<file path="src/rtl/float_mul_pipeline_tagged_if.sv">
// Issue/result bundle for float_mul_pipeline_tagged: operands and tag in,
// tagged product out, valid/ready on both sides plus the occupancy count.
interface float_mul_pipeline_tagged_if #(
  parameter int STAGES    = 3,
  parameter int TAG_WIDTH = 4
);
  localparam int CNT_W = $clog2(STAGES + 1);

  logic                 req;
  logic                 in_ready;
  logic [31:0]          a;
  logic [31:0]          b;
  logic [TAG_WIDTH-1:0] tag_in;
  logic                 ack;
  logic                 out_ready;
  logic [31:0]          out;
  logic [TAG_WIDTH-1:0] tag_out;
  logic [CNT_W-1:0]     inflight;

  modport master (
    output req, a, b, tag_in, out_ready,
    input  in_ready, ack, out, tag_out, inflight
  );

  modport slave (
    input  req, a, b, tag_in, out_ready,
    output in_ready, ack, out, tag_out, inflight
  );
endinterface

</file>
<file path="src/rtl/float_mul_pipeline_tagged.sv">
// Fully pipelined single-precision multiplier with caller tags and a whole-pipe output stall.
// Define FLOAT_MUL_ROUND_NEAREST_EN for round-to-nearest-even; the default build truncates.
module float_mul_pipeline_tagged #(
  parameter int STAGES    = 3,
  parameter int TAG_WIDTH = 4
) (
  input logic                        clk,
  input logic                        rst,
  float_mul_pipeline_tagged_if.slave io
);
  localparam int CNT_W = $clog2(STAGES + 1);
  localparam int TAIL  = STAGES - 2;  // pack stage plus trailing delay registers

  typedef enum logic [1:0] {SP_NONE, SP_NAN, SP_INF, SP_ZERO} special_e;

  typedef struct packed {
    logic                 sign;
    logic signed [9:0]    exp;
    special_e             spec;
    logic [23:0]          ma;
    logic [23:0]          mb;
    logic [TAG_WIDTH-1:0] tag;
  } s1_t;

  typedef struct packed {
    logic                 sign;
    logic signed [9:0]    exp;
    special_e             spec;
    logic [47:0]          prod;
    logic [TAG_WIDTH-1:0] tag;
  } s2_t;

  typedef struct packed {
    logic [31:0]          data;
    logic [TAG_WIDTH-1:0] tag;
  } res_t;

  logic              stall, accept, retire;
  logic [STAGES-1:0] vld_q, vld_d;
  s1_t               s1_q, s1_d;
  s2_t               s2_q, s2_d;
  res_t              res_q [TAIL];
  res_t              res_d [TAIL];
  res_t              pack_res;
  logic [CNT_W-1:0]  inflight_q, inflight_d;

  assign io.ack      = vld_q[STAGES-1];
  assign stall       = io.ack & ~io.out_ready;
  assign io.in_ready = ~stall;
  assign accept      = io.req & ~stall;
  assign retire      = io.ack & io.out_ready;
  assign io.out      = res_q[TAIL-1].data;
  assign io.tag_out  = res_q[TAIL-1].tag;
  assign io.inflight = inflight_q;

  // S1: unpack and classify. Exponent field 0 means zero (denormals flushed).
  logic [7:0] ea, eb;
  logic       za, zb, ia, ib, na, nb;

  assign ea = io.a[30:23];
  assign eb = io.b[30:23];
  assign za = (ea == 8'h00);
  assign zb = (eb == 8'h00);
  assign ia = (ea == 8'hFF) && (io.a[22:0] == 23'd0);
  assign ib = (eb == 8'hFF) && (io.b[22:0] == 23'd0);
  assign na = (ea == 8'hFF) && (io.a[22:0] != 23'd0);
  assign nb = (eb == 8'hFF) && (io.b[22:0] != 23'd0);

  always_comb begin
    // NOTE: each stage defaults to its held value first, so no path through the block can infer a latch.
    s1_d = s1_q;
    if (!stall) begin
      s1_d.sign = io.a[31] ^ io.b[31];
      s1_d.exp  = $signed({2'b00, ea}) + $signed({2'b00, eb}) - 10'sd127;
      if (na || nb || (ia && zb) || (ib && za)) s1_d.spec = SP_NAN;
      else if (ia || ib)                        s1_d.spec = SP_INF;
      else if (za || zb)                        s1_d.spec = SP_ZERO;
      else                                      s1_d.spec = SP_NONE;
      s1_d.ma  = {1'b1, io.a[22:0]};
      s1_d.mb  = {1'b1, io.b[22:0]};
      s1_d.tag = io.tag_in;
    end
  end

  // S2: full 48-bit mantissa product.
  always_comb begin
    s2_d = s2_q;
    if (!stall) begin
      s2_d.sign = s1_q.sign;
      s2_d.exp  = s1_q.exp;
      s2_d.spec = s1_q.spec;
      s2_d.prod = {24'd0, s1_q.ma} * {24'd0, s1_q.mb};
      s2_d.tag  = s1_q.tag;
    end
  end

  // S3: normalise, round, pack.
  logic [22:0]       mant, mant_f;
  logic              guard, sticky, round_up;
  logic [23:0]       mant_r;
  logic signed [9:0] exp_n, exp_f;

  always_comb begin
    if (s2_q.prod[47]) begin
      mant   = s2_q.prod[46:24];
      guard  = s2_q.prod[23];
      sticky = |s2_q.prod[22:0];
      exp_n  = s2_q.exp + 10'sd1;
    end else begin
      mant   = s2_q.prod[45:23];
      guard  = s2_q.prod[22];
      sticky = |s2_q.prod[21:0];
      exp_n  = s2_q.exp;
    end
  end

`ifdef FLOAT_MUL_ROUND_NEAREST_EN
  assign round_up = guard & (sticky | mant[0]);
`else
  // Truncation ignores the discarded bits.
  logic round_bits_unused;
  assign round_bits_unused = guard ^ sticky;
  assign round_up          = 1'b0;
`endif

  assign mant_r = {1'b0, mant} + {23'd0, round_up};

  always_comb begin
    exp_f  = exp_n;
    mant_f = mant_r[22:0];
    if (mant_r[23]) begin
      exp_f  = exp_n + 10'sd1;
      mant_f = '0;
    end
    pack_res.tag  = s2_q.tag;
    pack_res.data = '0;
    unique case (s2_q.spec)
      SP_NAN:  pack_res.data = 32'h7FC0_0000;
      SP_INF:  pack_res.data = {s2_q.sign, 8'hFF, 23'd0};
      SP_ZERO: pack_res.data = {s2_q.sign, 31'd0};
      default: begin
        if (exp_f >= 10'sd255)   pack_res.data = {s2_q.sign, 8'hFF, 23'd0};
        else if (exp_f <= 10'sd0) pack_res.data = {s2_q.sign, 31'd0};
        else                     pack_res.data = {s2_q.sign, exp_f[7:0], mant_f};
      end
    endcase
  end

  // Tail, valid chain and occupancy.
  always_comb begin
    vld_d    = stall ? vld_q : {vld_q[STAGES-2:0], accept};
    res_d[0] = stall ? res_q[0] : pack_res;
    for (int i = 1; i < TAIL; i++) res_d[i] = stall ? res_q[i] : res_q[i-1];
    inflight_d = inflight_q;
    if (accept && !retire)      inflight_d = inflight_q + CNT_W'(1);
    else if (!accept && retire) inflight_d = inflight_q - CNT_W'(1);
  end

  always_ff @(posedge clk or negedge rst) begin
    if (!rst) begin
      // NOTE: data registers are cleared along with the valids because out and tag_out must read 0 in reset.
      vld_q      <= '0;
      s1_q       <= '0;
      s2_q       <= '0;
      inflight_q <= '0;
      for (int i = 0; i < TAIL; i++) res_q[i] <= '0;
    end else begin
      // NOTE: non-blocking updates let every stage sample its upstream neighbour's pre-edge value.
      vld_q      <= vld_d;
      s1_q       <= s1_d;
      s2_q       <= s2_d;
      inflight_q <= inflight_d;
      for (int i = 0; i < TAIL; i++) res_q[i] <= res_d[i];
    end
  end
endmodule

</file>
<file path="src/flat_wrapper.sv">
// flat-port wrapper written by rule: the top's interface ports become plain ports
module float_mul_pipeline_tagged_flat 
#(
  parameter int STAGES    = 3,
  parameter int TAG_WIDTH = 4
)
  (clk, rst, io_req, io_a, io_b, io_tag_in, io_out_ready, io_in_ready, io_ack, io_out, io_tag_out, io_inflight);
  float_mul_pipeline_tagged_if #(.STAGES(STAGES), .TAG_WIDTH(TAG_WIDTH)) io_i ();
  input logic clk;
  input logic rst;
  input wire logic [$bits(io_i.req)-1:0] io_req;
  input wire logic [$bits(io_i.a)-1:0] io_a;
  input wire logic [$bits(io_i.b)-1:0] io_b;
  input wire logic [$bits(io_i.tag_in)-1:0] io_tag_in;
  input wire logic [$bits(io_i.out_ready)-1:0] io_out_ready;
  output wire logic [$bits(io_i.in_ready)-1:0] io_in_ready;
  output wire logic [$bits(io_i.ack)-1:0] io_ack;
  output wire logic [$bits(io_i.out)-1:0] io_out;
  output wire logic [$bits(io_i.tag_out)-1:0] io_tag_out;
  output wire logic [$bits(io_i.inflight)-1:0] io_inflight;
  assign io_i.req = io_req;
  assign io_i.a = io_a;
  assign io_i.b = io_b;
  assign io_i.tag_in = io_tag_in;
  assign io_i.out_ready = io_out_ready;
  assign io_in_ready = io_i.in_ready;
  assign io_ack = io_i.ack;
  assign io_out = io_i.out;
  assign io_tag_out = io_i.tag_out;
  assign io_inflight = io_i.inflight;
  float_mul_pipeline_tagged #(.STAGES(STAGES), .TAG_WIDTH(TAG_WIDTH)) u_core (.clk(clk), .rst(rst), .io(io_i));
endmodule
</file>
<file path="config.mk">
export PLATFORM = sky130hd
export DESIGN_NAME = float_mul_pipeline_tagged_flat
export DESIGN_NICKNAME = d
export VERILOG_FILES = /design/src/rtl/float_mul_pipeline_tagged_if.sv /design/src/rtl/float_mul_pipeline_tagged.sv /design/src/flat_wrapper.sv
export SDC_FILE = /design/constraint.sdc
export NUM_CORES = 2
export LEC_CHECK = 0
export BUFFER_PORTS_ARGS = -buffer_cell sky130_fd_sc_hd__buf_2
export CAP_MARGIN = 30
export CORE_MARGIN = 5
export CORE_UTILIZATION = 50
export DETAILED_ROUTE_END_ITERATION = 16
export GPL_ROUTABILITY_DRIVEN = 0
export PLACE_DENSITY = 0.77
export REMOVE_ABC_BUFFERS = 1
export SETUP_SLACK_MARGIN = 0.05
export SLEW_MARGIN = 20
export SYNTH_ARGS = -nofsm -noshare
export SYNTH_HDL_FRONTEND = slang
export SYNTH_SLANG_ARGS = --single-unit
</file>
<file path="constraint.sdc">
create_clock -name clk -period 9.3 [get_ports clk]
set_clock_uncertainty 0.2 [all_clocks]
set_input_delay 1.395 -clock clk [delete_from_list [all_inputs] [get_ports clk]]
set_output_delay 1.395 -clock clk [all_outputs]
set_load 0.01 [all_outputs]
</file>
* After elaboration in Yosys (flattened, before gate mapping)
Cells that the tools add are included.
** Word-level totals
- Output and inout bits :: 40
- Flip-flop bits (word level) :: 171
- Logic and storage cells :: 66
- Input bits :: 72
** Operators by class
- Muxes and demuxes :: 10
- Add/subtract/negate cells :: 5
- Multipliers :: 1
- Bitwise logic cells :: 6
- Reductions and logical operators :: 22
- Equality and inequality tests :: 5
- $lt $le $gt $ge :: 2
** Operators by type and width (count)
- $pmux W32 S3 :: 1
- $mux W31 :: 2
- $mul A24 B24 Y48 :: 1
- $logic_not A23 Y1 :: 2
- $reduce_bool A23 Y1 :: 2
- $mux W23 :: 1
- $eq A8 B8 Y1 const B :: 2
- $logic_not A8 Y1 :: 2
- $add A10 B2 Y10 const B :: 1
- $ge A10 B9 Y1 const B :: 1
- $le A10 B1 Y1 const B :: 1
- $mux W10 :: 1
- $mux W2 :: 5
- $sub A10 B8 Y10 const B :: 1
- $add A8 B8 Y9 :: 1
- $logic_and A1 B1 Y1 :: 8
- $logic_or A1 B1 Y1 :: 5
- $eq A2 B2 Y1 const B :: 2
- $and A1 B1 Y1 :: 3
- $add A2 B1 Y2 const B :: 1
- $eq A2 B1 Y1 const B :: 1
- $logic_not A1 Y1 :: 2
- $not A1 Y1 :: 2
- $reduce_bool A2 Y1 :: 1
- other kinds (2) :: 2

* Longest topological paths before layout
- Depth in word-level cells :: 8
- Mapped depth :: 27
- Gate-level depth less buffers :: 25

* Worst setup path before layout
Ideal clock, no wire load.
- Path kind :: reg-to-reg
- Start point :: register u_core.s1_q[7] (netlist bit)
- End point :: register u_core.s2_q[45] (netlist bit)
- Required time :: 9027 ps
- Path buffers :: 2
- Clock period less this slack :: 6718 ps
- Arrival :: 6445 ps
- Path slack :: 2582 ps
- Stages on the path, launching flop included :: 27
- Setup time :: 73 ps
- Cell sequence :: dfrtp_1 -> clkbuf_1 -> clkbuf_1 -> nand2_1 -> fa_1 -> inv_1 -> fa_1 -> inv_1 -> fa_1 -> inv_1 -> fa_1 -> inv_1 -> fa_1 -> inv_1 -> fa_1 -> inv_1 -> fa_1 -> inv_1 -> ha_1 -> and3_4 -> a2111oi_4 -> a211oi_2 -> nor2_2 -> a21boi_2 -> nor2_1 -> mux2_4 -> a21oi_2
** Between the ends
- Word-level cells in the longest chain between the ends :: 1
** Ends and longest elaborated chain
- start: declaration :: RTL line float_mul_pipeline_tagged.sv:40 : s1_t s1_q, s1_d;
- start signal: assignment :: RTL line float_mul_pipeline_tagged.sv:163 : s1_q <= '0;
- start signal: assignment :: RTL line float_mul_pipeline_tagged.sv:170 : s1_q <= s1_d;
- $mul A24 B24 Y48 :: RTL line float_mul_pipeline_tagged.sv:92 : s2_d.prod = {24'd0, s1_q.ma} * {24'd0, s1_q.mb};
- end signal: assignment :: RTL line float_mul_pipeline_tagged.sv:164 : s2_q <= '0;
- end signal: assignment :: RTL line float_mul_pipeline_tagged.sv:171 : s2_q <= s2_d;
- end: declaration :: RTL line float_mul_pipeline_tagged.sv:41 : s2_t s2_q, s2_d;
No other way between the ends.
A chain may end at the register's enable or synchronous reset.

* Worst setup path after layout
- Start point :: register u_core.s1_q[7] (netlist bit)
- End point :: register u_core.s2_q[42] (netlist bit)
Same word-level chain as after synthesis.

==> metrics.yaml <==
grt:
  grt_max_degree: 83
  grt.total_usage_pct: 25.1
  grt-busiest-layer: "met2"
  grt_pass1_wl_um: 108000
  use_met2_pct: 43.2
  use_met3_pct: 5.28
  overflow: 0
  grt_pass1_vias: 20800
  met1_usage_pct: 30.9
  antenna_found_initial: 3
floorplan:
  die_area_um2: 54700
  num_rows: 82
  die_w_um: 234
  io_pins: 112
  chipHeight_um: 234
  start_util_pct: 50.2
  coreArea_um2: 49900
placement:
  io_buffers: 111
  dp.cells: 3488
  dpl.hpwl_um: 49900
  placed_cell_area_um2: 26200
logic_synthesis:
  muxShareOfSynthArea_pct: 1.06
  avgSynthCellArea_um2: 8.89
  synth_top_family_by_area: "adder cells"
  netlist_top_cells_count: "nand2_1 (585), inv_1 (546), fa_1 (482)"
  synth-simple-area-share_pct: 19.0
  yosysMostFrequentCell: "nand2_1"
  synth_area_leaders: "fa_1 (39%), dfrtp_1 (15%), ha_1 (9.2%), nand2_1 (8.8%), inv_1 (8.2%)"
  synthCells: 2818
  synth_edf_count: 0
  synthXorXnorAreaFrac_pct: 1.85
  postSynth.asyncResetShare_pct: 100
  dominantRegCellSynth: "dfrtp_1"
  yosys.area.top_type: "fa_1"
  yosysSeqAreaShare_pct: 14.7
  synth_top_area_share_pct: 38.5
  synth.distinct_cells: 63
  synthAdderAreaFrac_pct: 47.8
  yosys_register_bits: 147
  netlist_area_um2: 25100
  synth_compound_area_share_pct: 5.31
  ys_warn_count: 0
detailed_routing:
  num_vias: 19000
  route.detailed.drc: 0
  avgViaCountPerCell: 5.38
  drt-initial-drc-count: 1523
  ant_nets: 0
  wl_per_cell_um: 18.5
  first_pass_iters: 5
  drt-total-wl_um: 65300
outcome:
  status: "finished, final reports clean"
flow_run:
  drv_cap: 0
layout:
  drive_gt1_share_pct: 7.14
  final_core_util_pct: 53.9
  final_area_um2: 26900
  antennaDiodeCount: 0
  areaGrowthSynthToFinish_pct: 7.29
  fin_nets: 3584
  fin_cells: 3529
  nFillCells: 4489
worst_hold_path:
  hold_path.class: "reg -> reg"
clock_network:
  ctsRootBufferMaster: "clkbuf_16"
  numCtsBuffers: 17
  cts_tree: "yes"
  cts_num_sinks: 147
  ctsHoldBuffers: 0
  cts_resized: 0
  clockBufferDepth: 2
  clkSlewWorstSetupHoldPaths_ps: 80
  htreeDepth: 4
  clkLatencyLatePin_ps: 470
  post_cts_buffers: 0
worst_setup_path:
  end_kind: "flip-flop"
  critical_path.cell_chain: "nand2_1 > fa_1 > inv_1 > fa_1 > inv_1 > fa_1 > fa_1 > inv_1 > fa_1 > fa_1 > inv_1 > fa_1 > inv_1 > ha_1 > a21oi_1 > o211ai_1 > a21oi_1 > o21ai_0 > a211oi_1 > o21ai_0 > a211oi_1 > xor2_1 > o21ai_0"
  path_class: "reg -> reg"
  max_stage_delay_ps: 1010
  cp_slowest_cell: "dfrtp_1"
  crit_arrival_ps: 8030
  required_ps: 9420
  critPathLaunchType: "flip-flop"
  crit_top_cell: "fa_1"
  path_max_fanout: 25
timing:
  finalCritPeriodShare_pct: 85.0
  fmax_mhz: 126
  hold_slack_ps: 258
  finalMaxSlewViolations: 0
  slew_headroom_pct: 27.9
  rsz0062_at_grt: "false"
  setup_viol: 0
  hold_viol: 0
  min_period_ps: 7910
  worst_pin_slew_ps: 1080
## registers in the layout (all words and copies together) (netlist names)
signal,flops
u_core.pack_res,4
u_core.io.inflight,2
u_core.io.out,32
u_core.s2_q,38
u_core.s1_q,64
u_core.vld_q,3
u_core.io.tag_out,4
## cells by family after synthesis
group                    after synthesis
flip-flops                           147
AO/OA/AOI/OAI                        216
AND/OR/NAND/NOR                     1018
XOR/XNOR                              53
multiplexers                          26
adder cells (fa/ha/maj)              667
buffers and inverters                691
## final timing paths
| kind | endpoint | cells past startpoint | startpoint | slack, ps |
|---|---|---|---|---|
| min in group asynchronous | u_core.s1_q[14]$_DFFE_PN0N_ | 1 | rst | 820 |
| hold reg to reg | u_core.vld_q[2]$_DFFE_PN0N_ | 1 | u_core.vld_q[1]$_DFFE_PN0N_ | 260 |
| hold / removal | u_core.vld_q[2]$_DFFE_PN0N_ | 1 | u_core.vld_q[1]$_DFFE_PN0N_ | 260 |
| setup reg to reg | u_core.s2_q[42]$_DFFE_PN0N_ | 23 | u_core.s1_q[7]$_DFFE_PN0N_ | 1390 |
| max in group asynchronous | u_core.vld_q[1]$_DFFE_PN0N_ | 2 | rst | 6680 |
| setup / recovery | u_core.s2_q[42]$_DFFE_PN0N_ | 23 | u_core.s1_q[7]$_DFFE_PN0N_ | 1390 |
## stage by stage
| step | setup slack (ps) | TNS [ps] |
|---|---|---|
| after floorplan | -416 | -991 |
| after global placement | 1600 | 0 |
| after CTS | 1470 | 0 |
| after global routing | 990 | 0 |
| final | 1390 | 0 |
| after detailed placement | 1470 | 0 |
## layout by cell type, fill, tap and decap left out, types with 15 or more instances in the layout
cell / synthesis / routed
nand2_1: 585 / 585
inv_1: 546 / 546
fa_1: 482 / 482
and2_1: 287 / 287
ha_1: 185 / 185
dfrtp_1: 147 / 146
buf_2: 4 / 110
a21oi_1: 73 / 73
o21ai_0: 67 / 67
nor2_1: 60 / 60
buf_4: 0 / 29
xor2_1: 27 / 27
xnor2_1: 26 / 26
mux2i_1: 25 / 25
nand3_1: 18 / 18
a21o_1: 17 / 17
clkbuf_16: 0 / 17
nand4_1: 15 / 15
## worst max-delay path, delay by kind of cell (launching register included)
family          cells  cell delay [ps]
xor+xnor            1              160
flops               1             1010
compound gates      8             2010
simple gates        1              210
fa+ha+maj           8             3900
buf+inv             5              250
## layout make-up
type	count	area, µm²	area share, %
Clock buffer	20	457	1.70
Clock inverter	11	92.6	0.344
Inverter	547	2060	7.65
Multi-Input combinational cell	1980	18800	69.9
Sequential cell	147	3680	13.7
Tap cell	672	841	3.13
Timing Repair Buffer	152	968	3.60
## layer usage
metal,up-vias,wire length (µm),part of all wire [%]
li1,8465,-,-
met1,9509,24700,38
met2,783,32000,49
met3,241,5410,8.3
met4,4,3160,4.8
met5,-,21,0.032
Power is not shown: default switching activity piles up to over one toggle a cycle in this logic, so the estimate is an artifact.
